File: src/rtl/pipeline_pkg.sv
// pipeline_pkg: shared constants and the IF/ID payload type used by the
// IF/ID register and by the ID/EX stages downstream.
package pipeline_pkg;

   localparam int          XLEN     = 32;
   localparam logic [31:0] NOP_INST = 32'h0000_0013;  // addi x0,x0,0

   typedef struct packed {
      logic [XLEN-1:0] pc;
      logic [XLEN-1:0] pc4;
      logic [31:0]     inst;
      logic            valid;
   } if_id_t;

   typedef enum logic {SKID_EMPTY = 1'b0, SKID_FULL = 1'b1} skid_state_e;

   // Bubble slot content: zero PCs, NOP encoding, not valid.
   function automatic if_id_t bubble();
      if_id_t b;
      b.pc    = '0;
      b.pc4   = '0;
      b.inst  = NOP_INST;
      b.valid = 1'b0;
      return b;
   endfunction

endpackage

File: src/rtl/ifid_skid_buf.sv
// ifid_skid_buf: one-entry holding register for the instruction word that is
// already in flight from instruction memory when the pipeline stalls.
// clear_i wins over load_i; load_i and clear_i are never asserted together by
// the IF/ID register, but the priority keeps the buffer well defined anyway.
module ifid_skid_buf
   import pipeline_pkg::*;
(
   input  logic   clk_i,
   input  logic   rst_i,
   input  logic   load_i,
   input  logic   clear_i,
   input  if_id_t data_i,
   output if_id_t data_o,
   output logic   full_o
);

   skid_state_e state_q, state_d;
   if_id_t      data_q,  data_d;

   // Occupancy state register.
   always_ff @(posedge clk_i) begin
      if (rst_i) state_q <= SKID_EMPTY;
      else       state_q <= state_d;
   end

   // Next occupancy and next stored word.
   always_comb begin
      state_d = state_q;
      data_d  = data_q;
      if (clear_i) begin
         state_d = SKID_EMPTY;
      end else if (load_i) begin
         state_d = SKID_FULL;
         data_d  = data_i;
      end
   end

   // Stored word register.
   always_ff @(posedge clk_i) begin
      if (rst_i) data_q <= bubble();
      else       data_q <= data_d;
   end

   assign data_o = data_q;
   assign full_o = (state_q == SKID_FULL);

endmodule

File: src/rtl/pipeline_if_id_reg.sv
// pipeline_if_id_reg: IF/ID boundary register of the 5-stage RISC-V pipeline.
// Holds on stall, bubbles on flush, parks the in-flight imem word in a
// one-entry skid buffer and drives the IF PC enable.
// Optional feature macro: IFID_PERF_CNT_EN builds the stall/flush/bubble
// performance counters; without it those ports read 32'h0.
module pipeline_if_id_reg
   import pipeline_pkg::*;
(
   input  logic            clk_IFID,
   input  logic            rst_IFID,
   input  logic [XLEN-1:0] PC_in_IFID,
   input  logic [31:0]     inst_in_IFID,
   input  logic            inst_vld_IFID,
   input  logic            stall_IFID,
   input  logic            flush_IFID,
   output logic            en_IF_out,
   output logic [XLEN-1:0] PC_out_IFID,
   output logic [XLEN-1:0] PC4_out_IFID,
   output logic [31:0]     inst_out_IFID,
   output logic            valid_out_IFID,
   output logic            ovf_err_IFID,
   output logic [31:0]     stall_cnt,
   output logic [31:0]     flush_cnt,
   output logic [31:0]     bubble_cnt
);

   if_id_t main_q, main_d;
   if_id_t incoming;
   if_id_t skid_data;
   logic   skid_full;
   logic   skid_load;
   logic   skid_clear;
   logic   ovf_q, ovf_d;

   // Fetched word as an IF/ID slot; PC+4 wraps modulo 2^XLEN.
   always_comb begin
      incoming.pc    = PC_in_IFID;
      incoming.pc4   = PC_in_IFID + XLEN'(4);
      incoming.inst  = inst_vld_IFID ? inst_in_IFID : NOP_INST;
      incoming.valid = inst_vld_IFID;
   end

   // Park the word under stall if room; refill behind a draining skid entry.
   assign skid_load  = ~flush_IFID & inst_vld_IFID &
                       (stall_IFID ? ~skid_full : skid_full);
   // Empty on flush, or when the entry drains with nothing behind it.
   assign skid_clear = flush_IFID | (~stall_IFID & skid_full & ~inst_vld_IFID);

   ifid_skid_buf u_skid (
      .clk_i   (clk_IFID),
      .rst_i   (rst_IFID),
      .load_i  (skid_load),
      .clear_i (skid_clear),
      .data_i  (incoming),
      .data_o  (skid_data),
      .full_o  (skid_full)
   );

   // PC stops while stalled or while the skid entry still has to drain.
   assign en_IF_out = ~rst_IFID & ~stall_IFID & ~skid_full;

   // Main slot next value: flush > stall > skid drain > direct capture.
   always_comb begin
      main_d = main_q;
      if (flush_IFID) begin
         main_d = bubble();
      end else if (stall_IFID) begin
         main_d = main_q;
      end else if (skid_full) begin
         main_d       = skid_data;
         main_d.valid = 1'b1;
      end else begin
         main_d = incoming;
      end
   end

   // Main slot register.
   always_ff @(posedge clk_IFID) begin
      if (rst_IFID) main_q <= bubble();
      else          main_q <= main_d;
   end

   // Sticky overflow: a word arrived under stall with the skid already full.
   assign ovf_d = ovf_q | (~flush_IFID & stall_IFID & inst_vld_IFID & skid_full);

   // Overflow flag register.
   always_ff @(posedge clk_IFID) begin
      if (rst_IFID) ovf_q <= 1'b0;
      else          ovf_q <= ovf_d;
   end

   assign PC_out_IFID    = main_q.pc;
   assign PC4_out_IFID   = main_q.pc4;
   assign inst_out_IFID  = main_q.inst;
   assign valid_out_IFID = main_q.valid;
   assign ovf_err_IFID   = ovf_q;

`ifdef IFID_PERF_CNT_EN
   logic [31:0] stall_cnt_q, flush_cnt_q, bubble_cnt_q;
   logic [31:0] stall_cnt_d, flush_cnt_d, bubble_cnt_d;

   // Counter increments; all wrap at 2^32.
   always_comb begin
      stall_cnt_d  = stall_cnt_q  + {31'd0, stall_IFID & ~flush_IFID};
      flush_cnt_d  = flush_cnt_q  + {31'd0, flush_IFID};
      bubble_cnt_d = bubble_cnt_q + {31'd0, ~main_q.valid};
   end

   // Performance counter registers.
   always_ff @(posedge clk_IFID) begin
      if (rst_IFID) begin
         stall_cnt_q  <= '0;
         flush_cnt_q  <= '0;
         bubble_cnt_q <= '0;
      end else begin
         stall_cnt_q  <= stall_cnt_d;
         flush_cnt_q  <= flush_cnt_d;
         bubble_cnt_q <= bubble_cnt_d;
      end
   end

   assign stall_cnt  = stall_cnt_q;
   assign flush_cnt  = flush_cnt_q;
   assign bubble_cnt = bubble_cnt_q;
`else
   assign stall_cnt  = 32'h0;
   assign flush_cnt  = 32'h0;
   assign bubble_cnt = 32'h0;
`endif

endmodule

File: config.mk
export PLATFORM = sky130hd
export DESIGN_NAME = pipeline_if_id_reg
export DESIGN_NICKNAME = d
export VERILOG_FILES = /design/src/rtl/pipeline_pkg.sv /design/src/rtl/ifid_skid_buf.sv /design/src/rtl/pipeline_if_id_reg.sv
export SDC_FILE = /design/constraint.sdc
export NUM_CORES = 1
export LEC_CHECK = 0
export CAP_MARGIN = 0
export CORE_MARGIN = 3
export CORE_UTILIZATION = 45
export DETAILED_ROUTE_END_ITERATION = 10
export PLACE_DENSITY = 0.77
export RECOVER_POWER = 25
export SYNTH_ARGS = -nofsm -noshare
export SYNTH_HDL_FRONTEND = slang
export SYNTH_HIERARCHICAL = 1
export SYNTH_SLANG_ARGS = --single-unit
File: constraint.sdc
create_clock -name clk_IFID -period 2.3 [get_ports clk_IFID]
set_clock_uncertainty 0.2 [all_clocks]
set_input_delay 0.345 -clock clk_IFID [delete_from_list [all_inputs] [get_ports clk_IFID]]
set_output_delay 0.345 -clock clk_IFID [all_outputs]
set_load 0.01 [all_outputs]
== Yosys cells after proc, flatten, opt, wreduce, memory -nomap -nowiden ==
Index checks and enable logic that the tools add are counted.
Word-level totals
  flip-flop bits (word level): 195
  bits in latches: 0
  RAM bits: 0
  ROM bits: 0
  input port bits: 69
  output and inout port bits: 195
  word-level logic and storage cells: 33
  memories: 0
Operators by class
  $add $sub $neg: 1
  $mul: 0
  divide/modulo/power cells: 0
  magnitude comparators: 0
  equal/unequal tests: 0
  shift operators: 0
  mux-type cells: 3
  bitwise gates (word level): 17
  reductions and logical operators: 3
Operator list (count)
  $mux 97: 1
  $add 32x3->32 const B: 1
  $mux 32: 1
  $and 1x1->1: 9
  $not 1->1: 6
  $reduce_or 2->1: 2
  $or 1x1->1: 2
  $reduce_and 2->1: 1
  $mux 1: 1

== Logic depth before layout (Yosys ltp) ==
  word-level depth: 6
  depth in mapped cells: 9

== Cells and area by module ==
The synthesis kept the hierarchy.
Modules (own cells, without submodules)
  pipeline_if_id_reg: times used 1, cells each 786, area an instance 6017.0 µm², seq. area each 1961.9 µm²
  ifid_skid_buf: times used 1, cells each 444, area an instance 4380.5 µm², seq. area each 1961.9 µm²

== Worst setup path before layout ==
Ideal clock, no wire load.
  path type: input to register
  start point: input port stall_IFID
  end point: register u_skid.data_q, in the netlist u_skid/data_o[62]
  data arrival time: 1.946 ns
  data required time: 1.982 ns
  setup slack: 0.037 ns
  stages: 9
  buffers on the path: 4
  path through: inv_1 -> clkbuf_1 -> ha_1 -> nor3_1 -> nor2b_1 -> buf_2 -> buf_6 -> buf_4 -> o21ai_1
Between the ends
  elaborated cells on any way between the ends: 8
RTL lines
  start: declaration: line pipeline_if_id_reg.sv:14  | input logic stall_IFID,
  $mux 1: line pipeline_if_id_reg.sv:45  | (stall_IFID ? ~skid_full : skid_full);
  $and 1x1->1: line pipeline_if_id_reg.sv:44  | assign skid_load = ~flush_IFID & inst_vld_IFID &
  net skid_load: line pipeline_if_id_reg.sv:31  | logic skid_load;
  $reduce_and 2->1 (no source line)
  end signal: assignment: line ifid_skid_buf.sv:40  | if (rst_i) data_q <= bubble();
  end signal: assignment: line ifid_skid_buf.sv:41  | else data_q <= data_d;
  end: declaration: line ifid_skid_buf.sv:18  | if_id_t data_q, data_d;
The timed path passes the listed nets, and every way through them passes these cells.
A chain may end at the register's enable or synchronous reset.

== Worst setup path after layout ==
  start point: register u_skid.state_q, in the netlist u_skid/full_o
  end point: output port en_IF_out
Between the ends
  word-level cells in the longest chain between the ends: 2
Ends and longest elaborated chain
  start: declaration: line ifid_skid_buf.sv:17  | skid_state_e state_q, state_d;
  start signal: assignment: line ifid_skid_buf.sv:23  | else state_q <= state_d;
  $not 1->1: line pipeline_if_id_reg.sv:60  | assign en_IF_out = ~rst_IFID & ~stall_IFID & ~skid_full;
  $and 1x1->1: line pipeline_if_id_reg.sv:60
  end: declaration: line pipeline_if_id_reg.sv:16  | output logic en_IF_out,
Every way passes these cells.

==> summary.md <==
| Metric | Value |
|---|---|
| I/O Buffers | `167` |
| Max-Slew Margin vs Limit | `25.7%` |
| Longest Clk Path Bufs | `2` |
| Worst Setup SP | `u_skid/full_o` |
| Maximum number of pins on one net before global-route repair | `125` |
| Residual overflow from global routing | `0` |
| Static leakage | `0.00454 uW` |
| Flip-flop and latch area | `0.00390 mm^2` |
| Final-report max-slew violation count | `0` |
| N_diodes | `0` |
| Post-detailed-placement cell area | `0.0121 mm^2` |
| Remaining number of nets flagged by the antenna check after routing | `0` |
| Minimum period implied by the final worst setup slack | `2.16 ns` |
| Post-Syn Instances | `1226` |
| Critical Path Source Type | `register` |
| H-tree levels | `4` |
| Area inside the core boundary | `0.0222 mm^2` |
| Die Height | `158 um` |
| Number of optimization iterations in the first detailed-route pass | `7` |
| Critical register-to-register path startpoint | `u_skid/full_o` |
| Final-report hold violation count | `0` |
| Antenna violations before repair | `1` |
| Avg Synthesized Cell Area | `8.45 um^2` |
| Post-Route Setup TNS | `0 ns` |
| Wire length of the first global-routing pass | `43.0 mm` |
| Number of synthesis warnings | `6` |
| Required time reported for the critical path endpoint | `1.75 ns` |
| Hold_buf cts | `0` |
| Non-filler cells, final | `1657` |
| Total Nets Final | `1436` |
| Residual DRC | `0` |
| Worst vdd ir | `0.444 mV` |
| Utilization of the core after routing | `57.3%` |
| Area of combinational cells with multiple inputs | `0.00559 mm^2` |
| Routed vias/inst | `5.35` |
| Netlist area before placement | `0.0104 mm^2` |
| Clock input transition at the sequential cells of the worst setup and hold paths | `0.07 ns` |
| Type of the worst setup path | `reg2out` |
| Insertion delay of the later-clocked pin in the worst-skew pair | `0.42 ns` |
| Root buffer selected by CTS | `sky130_fd_sc_hd__clkbuf_16` |
| Total instance count after detailed placement | `1626` |
| Initial Util | `46.6%` |
| Row Count | `54` |
| Gr usage total | `21.2%` |
| Post-route design area | `0.0127 mm^2` |
| CTS tree | `built` |
| Area added between synthesis and finish | `23.1%` |
| Maximum net fanout on the critical path | `7` |
| Weighted congestion at the end of routability-driven global placement | `0.796` |
| Run status | `completed` |
| DP Wirelength | `17.6 mm` |
| Startpoint of the lowest-slack hold path | `rst_IFID` |
| Hold Crit Class | `in2reg` |
| Die area | `0.0249 mm^2` |
| Unrepaired setup endpoints after global routing | `no` |
| Proportion of layout cells with a drive suffix above 1 | `7.84%` |
| Boundary Pins | `264` |
| Total number of vias | `8863` |
| Slew at the pin closest to its max-slew limit | `1.11 ns` |
| Vias in the first global route | `8348` |
| Final-report setup violation count | `0` |
| Die Width | `158 um` |
| Data arrival time of the critical path | `1.61 ns` |
| Filler cell count | `2003` |
| TritonCTS Buffers | `17` |
| Final routed wirelength across all metal layers | `27.2 mm` |
| Max Clock Freq | `463 MHz` |
| Final critical-path share of the clock period | `93.9%` |
| Clock sink total | `195` |
| Kind of end point of the critical path | `output pin` |
| Power per unit of standard cell area | `612 mW/mm^2` |
| Number of gates given a new drive strength after cts | `0` |
| Avg WL per Cell | `16.4 um` |
| Number of post-CTS setup repair buffers | `0` |
| Max-capacitance violation count | `0` |
| Number of DRC violations after detailed-routing iteration 0 | `611` |
==> stage by stage <==
stage / power [uW] / worst slack [ns] / hold WS [ns]
2_1_floorplan: 4300 / 0.0417 / 0.217
3_3_place_gp: 4630 / -0.259 / 0.247
3_5_place_dp: 4640 / -0.290 / 0.250
4_1_cts: 7870 / 0.102 / 0.0405
5_1_grt: 8120 / 0.0405 / 0.0594
6_report: 7800 / 0.140 / 0.0683
==> where the power goes <==
group          internal, uW  switching [uW]
logic                   494             570
registers              3460            49.5
clock network          1920            1310
==> registers in the layout, summed over array words and instances, names as in the netlist <==
signal and flops:
u_skid/data_o 96, PC4_out_IFID 32, PC_out_IFID 32, inst_out_IFID 32, ovf_err_IFID 1, u_skid/full_o 1
valid_out_IFID 1
==> layout by cell type (no fill, tap or decap), types with 4 or more instances in the layout <==
| cell | n |
|---|---|
| sky130_fd_sc_hd__a31oi_1 | 4 |
| sky130_fd_sc_hd__nand4_1 | 6 |
| sky130_fd_sc_hd__inv_1 | 10 |
| sky130_fd_sc_hd__buf_12 | 7 |
| sky130_fd_sc_hd__o21ai_0 | 24 |
| sky130_fd_sc_hd__buf_4 | 54 |
| sky130_fd_sc_hd__mux2i_1 | 38 |
| sky130_fd_sc_hd__and4_1 | 4 |
| sky130_fd_sc_hd__nand3_1 | 12 |
| sky130_fd_sc_hd__o22a_1 | 6 |
| sky130_fd_sc_hd__nand2b_1 | 131 |
| sky130_fd_sc_hd__conb_1 | 96 |
| sky130_fd_sc_hd__or2_1 | 9 |
| sky130_fd_sc_hd__dfxtp_1 | 195 |
| sky130_fd_sc_hd__xnor2_1 | 10 |
| sky130_fd_sc_hd__o311a_1 | 6 |
| sky130_fd_sc_hd__nor2_1 | 108 |
| sky130_fd_sc_hd__clkbuf_16 | 17 |
| sky130_fd_sc_hd__o21ai_1 | 88 |
| sky130_fd_sc_hd__nand4bb_1 | 93 |
| sky130_fd_sc_hd__o31a_1 | 9 |
| sky130_fd_sc_hd__and2_1 | 30 |
| sky130_fd_sc_hd__nor3_1 | 4 |
| sky130_fd_sc_hd__nand2_1 | 56 |
| sky130_fd_sc_hd__a21oi_1 | 114 |
| sky130_fd_sc_hd__o211ai_1 | 7 |
| sky130_fd_sc_hd__a22oi_1 | 11 |
| sky130_fd_sc_hd__bufinv_16 | 4 |
| sky130_fd_sc_hd__nor4_1 | 9 |
| sky130_fd_sc_hd__clkdlybuf4s50_1 | 164 |
| sky130_fd_sc_hd__xor2_1 | 8 |
==> worst paths after layout <==
check	cells past startpoint	slack, ns	to
worst max-delay path	2	0.14	en_IF_out
worst min-delay path	3	0.07	inst_out_IFID[0]
worst max register to register	5	0.16	u_skid/data_o[5]
worst min register to register	2	0.26	u_skid/data_o[39]
==> area by class of cell <==
type | count | share of cell area [%]
multi-input combinational | 911 | 43.9
sequential | 195 | 30.6
timing repair buffer | 230 | 17.4
clock buffer | 21 | 3.69
tap | 280 | 2.75
clock inverter | 10 | 1.34
inverter | 10 | 0.295
==> worst max-delay path: stages, from the launching register on <==
cell and delay, ns:
sky130_fd_sc_hd__dfxtp_1 0.36, sky130_fd_sc_hd__nor3_1 0.22, sky130_fd_sc_hd__clkdlybuf4s50_1 0.62
==> layer usage <==
metal	track usage [%]	part of all wire [%]
met4	5.50	1.5
met5	0	0.033
met1	27.6	44
met3	5.33	7.1
met2	35.4	48
Note: power is estimated with default switching activity, not from simulation.
==> variant 1 (same settings) <==
The package constant `XLEN` goes from 32 to 64.
--- a/src/rtl/pipeline_pkg.sv
+++ b/src/rtl/pipeline_pkg.sv
@@ -3,5 +3,5 @@
 package pipeline_pkg;
 
-   localparam int          XLEN     = 32;
+   localparam int          XLEN     = 64;
    localparam logic [31:0] NOP_INST = 32'h0000_0013;  // addi x0,x0,0
 
Ports: changed (resized PC4_out_IFID, PC_in_IFID and PC_out_IFID); port bits go from 264 to 360. The function was not compared with the original's and may differ.
==> variant 1 against the unedited design <==
Final area is 76% higher. Highest routed layer is now met4. First-iteration DRC count is 92% higher. Sequential cell count is 128 higher. Count of clock-buffer cells in the layout is 34 higher. Combinational power is 75% higher. Area after synthesis is 62% higher. Total power is 78% higher. Worst setup slack worse by 110 ps. Routed wire length is 91% higher.
==> variant 1: results (changes against the unedited design) <==
The run finished with clean final reports. The number of filler instances in the final layout came out at 3024 (+51%). The worst setup timing slack at the placement stage was -656.7 ps (-366.8 ps). The post-CTS setup buffer count came to 6 (+6). The largest fanout on the critical path is 3 (-4). The clock network power share came out at 0.447 (+0.033).

The buffer share of cell area was 0.2052 (+0.03093). The pin count of the biggest net entering global routing is 195 (+56%). The global-route total usage across every layer came out at 0.2487 (+0.03635).

The footprint of the multi-input gates came out at 0.009413 mm2 (+68%). The arrival time of the worst setup path is 2520 ps (+910 ps). The clock latency of the later-clocked register in the worst-skew pair came out at 530 ps (+110 ps). The cell total after placement is 2713 (+67%). The share of the final layout cell area in multi-input gates is 0.4196 (-0.01906). The deepest clock path buffer count is 3 (+1). The proportion of cell area spent on the clock network came out at 0.05689 (+0.006624). The number of flip-flops in the largest register came out at 160 (+67%).

The routability-driven placement congestion ratio came to 0.8884 (+12%). The wire length of the first global-routing pass is 80470 um (+87%). The relative contribution of sequential cells to total power came out at 0.420 (-0.030). The inserted tap cell count is 468 (+67%). The share of cells above drive strength 1 was 0.1465 (+0.06811). The destination of the worst register-to-register timing path is inst_out_IFID[18].

The number of DRC violations after detailed-routing iteration 0 came to 1176 (+92%). The wire length per cell is 18.56 um (+13%). The via count of the first global-routing pass came to 15230 (+82%). The fraction of standard cell area that is sequential came to 0.2884 (-0.01790). The worst hold path begins at PC_in_IFID[32]. The number of cells upsized or downsized after cts is 25 (+25). For hold timing, the worst endpoint is u_skid/data_o[129]. The leakage component of the power came out at 8.460 nW (+87%). The filler-free cell count of the finished design is 2796 (+69%). The final period demand of the worst path came to 2270 ps (+110.7 ps). The count of synthesis-stage warnings from yosys came out at 6 (unchanged). The number of sinks handled by clock tree synthesis is 323 (+66%). The worst-case headroom to the max-slew limit was 0.3847 (+0.1279). The cell type of the slowest stage on the worst timing path is sky130_fd_sc_hd__or4_4. The number of port buffers is 263 (+57%). The maximum resistive drop on vdd came out at 510.3 uV (+15%). The number of clock buffer instances in the layout is 55 (+160%). The number of non-clock inverters is 21 (+11). The number of buffers other than clock buffers in the final layout came out at 487 (+110%). The power per cell area came out at 619.8 mW/mm2 (+1.2%). The logic depth of the worst register-to-register path is 6 (+1). The cell family contributing the most delay on the critical path is simple AND/OR/NAND/NOR gates.

The number of hold buffers added after cts is 1 (+1). The switching power came to 3.489 mW (+81%). The mean cell area of the mapped netlist came out at 8.644 um2 (+2.3%). The number of H-tree levels came to 2 (-2). The clock-pin slew reported for the worst setup and hold paths after clock tree synthesis is roughly 60 ps. The layout net count came to 2404 (+67%). The number of buffers created by CTS came out at 37 (+20). The half-perimeter wire length of the detailed placement result is 34680 um (+97%). The via density per instance was 5.555 (+3.9%). The worst hold margin came out at 53.21 ps (-15.12 ps).
## variant 1: changes by cell type in the layout (fill, tap and decap cells not counted), sizes merged, moves of 28 or more
cell | before | now
clkbuf | 25 | 63
mux2i | 38 | 99
or4bb | 0 | 39
buf | 61 | 217
o21ai | 112 | 174
dlygate4sd3 | 1 | 29
nor2 | 109 | 241
dfxtp | 195 | 323
nand2b | 131 | 175
## variant 1: worst max-delay path by stage
stage | startpoint | end | cells past startpoint
after floorplan | stall_IFID | u_skid/data_o[2] | 10
after global placement | PC_in_IFID[42] | u_skid/data_o[96] | 10
after detailed placement | PC_in_IFID[2] | u_skid/data_o[96] | 10
after CTS | PC_in_IFID[3] | u_skid/data_o[96] | 10
after global routing | PC_in_IFID[48] | u_skid/data_o[89] | 11
final | PC_in_IFID[17] | u_skid/data_o[74] | 10
## variant 1: metal layers
metal | GRT usage | share of wire
met1 | 0.3208 | 0.42
met3 | 0.04890 | 0.069
met4 | 0.08433 | 0.026
met5 | 0 | 0
met2 | 0.4184 | 0.49
==> variant 2 (same settings) <==
Made on the original files. Put one more register stage on the output `ovf_err_IFID`, without a reset. The value now appears one clock later. The other outputs are not delayed to match.
--- a/src/rtl/pipeline_if_id_reg.sv
+++ b/src/rtl/pipeline_if_id_reg.sv
@@ -94,5 +94,7 @@
    assign inst_out_IFID  = main_q.inst;
    assign valid_out_IFID = main_q.valid;
-   assign ovf_err_IFID   = ovf_q;
+   always_ff @(posedge clk_IFID) begin
+      ovf_err_IFID <= ovf_q;
+   end
 
 `ifdef IFID_PERF_CNT_EN
Formal check against the unedited RTL: not equivalent (Yosys sat finds a counterexample within 4 cycles, from zero or initial values and one cycle with rst_IFID high).
==> variant 2 against the unedited design <==
Worst setup slack got worse by 3.0 ps. Final area fell by 0.32%. Routed wire length fell by 0.84%. Critical path depth rose by 2. Sequential cell count rose by 1. Final cell count rose by 0.36%. Total power fell by 5.3%. Sequential share of layout area rose by 0.29 points. Area after synthesis rose by 0.19%. Count of clock-buffer cells in the layout rose by 1. Largest power group unchanged.
==> variant 2: results (changes against the unedited design) <==
The number of flip-flops in the largest register is 96 (unchanged). The pin count of the biggest net entering global routing was 190 (+52%). The count of synthesis-stage warnings from yosys came out at 6 (unchanged). The leakage component of the power came out at 4.516 nW (-0.43%). The total placed instance area is 0.01217 mm2 (+0.45%).

The number of filler instances in the final layout is 2022 (+0.95%). The mean cell area of the mapped netlist was 8.456 um2 (+0.11%). The peak per-stage delay on the critical path was 640 ps (+20 ps). The cell total after placement is 1630 (+0.25%). The post-CTS setup buffer count came out at 0 (unchanged).

The number of port buffers came out at 167 (unchanged). The worst-case headroom to the max-slew limit came out at 0.3338 (+0.07699). The cell type of the slowest stage on the worst timing path is sky130_fd_sc_hd__buf_2. The filler-free cell count of the finished design is 1663 (+0.36%). The half-perimeter wire length of the detailed placement result is 17620 um (about the same). The global-route total usage across every layer came to 0.2117 (-0.0005871). The count of inserted antenna diode cells is 0 (unchanged).

The arrival time of the worst setup path came out at 2260 ps (+650 ps). The length of routed met2 wiring came to 12900 um (-0.22%). The routed length on met1 is 11680 um (-2.0%).

The maximum resistive drop on vdd is 471.8 uV (+6.2%). The switching power is 1.942 mW (+0.48%). The via density per instance is 5.308 (-0.77%). The uppermost layer routed is met4. The number of antenna violations at the first check in global routing is 0 (-1). The run finished with clean final reports. The clock-pin slew reported for the worst setup and hold paths after clock tree synthesis is 70 ps (about the same). The via count of the first global-routing pass came out at 8391 (+0.52%). The amount of wire on met3 after detailed routing came to 1905 um (-1.7%). The max capacitance violation total came out at 0 (unchanged). The register area is 0.003928 mm2 (+0.61%). The number of iterations in the first detailed-routing pass is 5 (-2). The share of cells above drive strength 1 is 0.08098 (+0.002552). Clock latency on the worst-skew pair, taken at its later pin, is 430 ps.

The layout net count was 1441 (+0.35%). The worst hold path belongs to the class in -> reg. The wire length per cell came out at 16.22 um (-1.2%). The deepest clock path buffer count came out at 2 (unchanged). The wire length of the first global-routing pass was 42880 um (-0.16%). The number of DRC violations after detailed-routing iteration 0 is 617 (+0.98%). The root buffer cell chosen for the clock tree is sky130_fd_sc_hd__clkbuf_16. The routability-driven placement congestion ratio is 0.7982 (+0.25%).

The number of H-tree levels was 4 (unchanged). The largest fanout on the critical path is 30 (+23). The number of buffers created by CTS is 17 (unchanged).
[variant 2: path summary, 6_finish.rpt]
| check | from | to | slack [ps] | cells after the start |
|---|---|---|---|---|
| min | rst_IFID | inst_out_IFID[4] | 30 | 3 |
| max reg2reg | u_skid/full_o | PC4_out_IFID[18] | 200 | 4 |
| min reg2reg | ovf_q | ovf_err_IFID | 160 | 0 |
| max | flush_IFID | PC_out_IFID[24] | 140 | 4 |
[variant 2: worst max-delay path, delay by kind of cell]
family        cells  cell delay, ps
buf+inv           2            1220
simple gates      2             660
[variant 2: layer usage]
layer	track usage	up-vias
met2	0.3515	268
li1	-	4332
met4	0.07397	0
met5	0	-
met1	0.2702	4190
met3	0.05003	37
[variant 2: final cells by class]
type                            count  area share
Sequential cell                   196      0.3092
Clock inverter                     10    0.005812
Inverter                           10    0.002955
Clock buffer                       22     0.03733
Multi-Input combinational cell    911      0.4403
Timing Repair Buffer              234      0.1768
Tap cell                          280     0.02758
[variant 2: power groups by stage]
stage / registers [mW] / logic, mW / clock network, mW
final: 3.53 / 1.06 / 2.81
after global routing: 3.54 / 1.16 / 3.01
after CTS: 3.53 / 1.06 / 2.87
after detailed placement: 3.61 / 1.06 / 0
after global placement: 3.60 / 1.05 / 0
after floorplan: 3.62 / 0.701 / 0
[variant 2: metrics by stage]
step | setup TNS (ps) | hold WS [ps] | setup WS (ps)
4_1_cts | 0 | 5.869 | 86.22
3_5_place_dp | -6429 | 145.3 | -373.9
5_1_grt | 0 | 49.26 | 75.42
3_3_place_gp | -4708 | 141.8 | -343.8
6_report | 0 | 34.57 | 137.5
2_1_floorplan | 0 | 131.6 | 41.70
[variant 2: repair_timing]
| action | in CTS | in global routing |
|---|---|---|
| hold buffers | 1 | 0 |
| resized for setup | 0 | 1 |
| hold endpoints to repair | 2 | 0 |
| endpoints found under the setup margin | 0 | 2 |
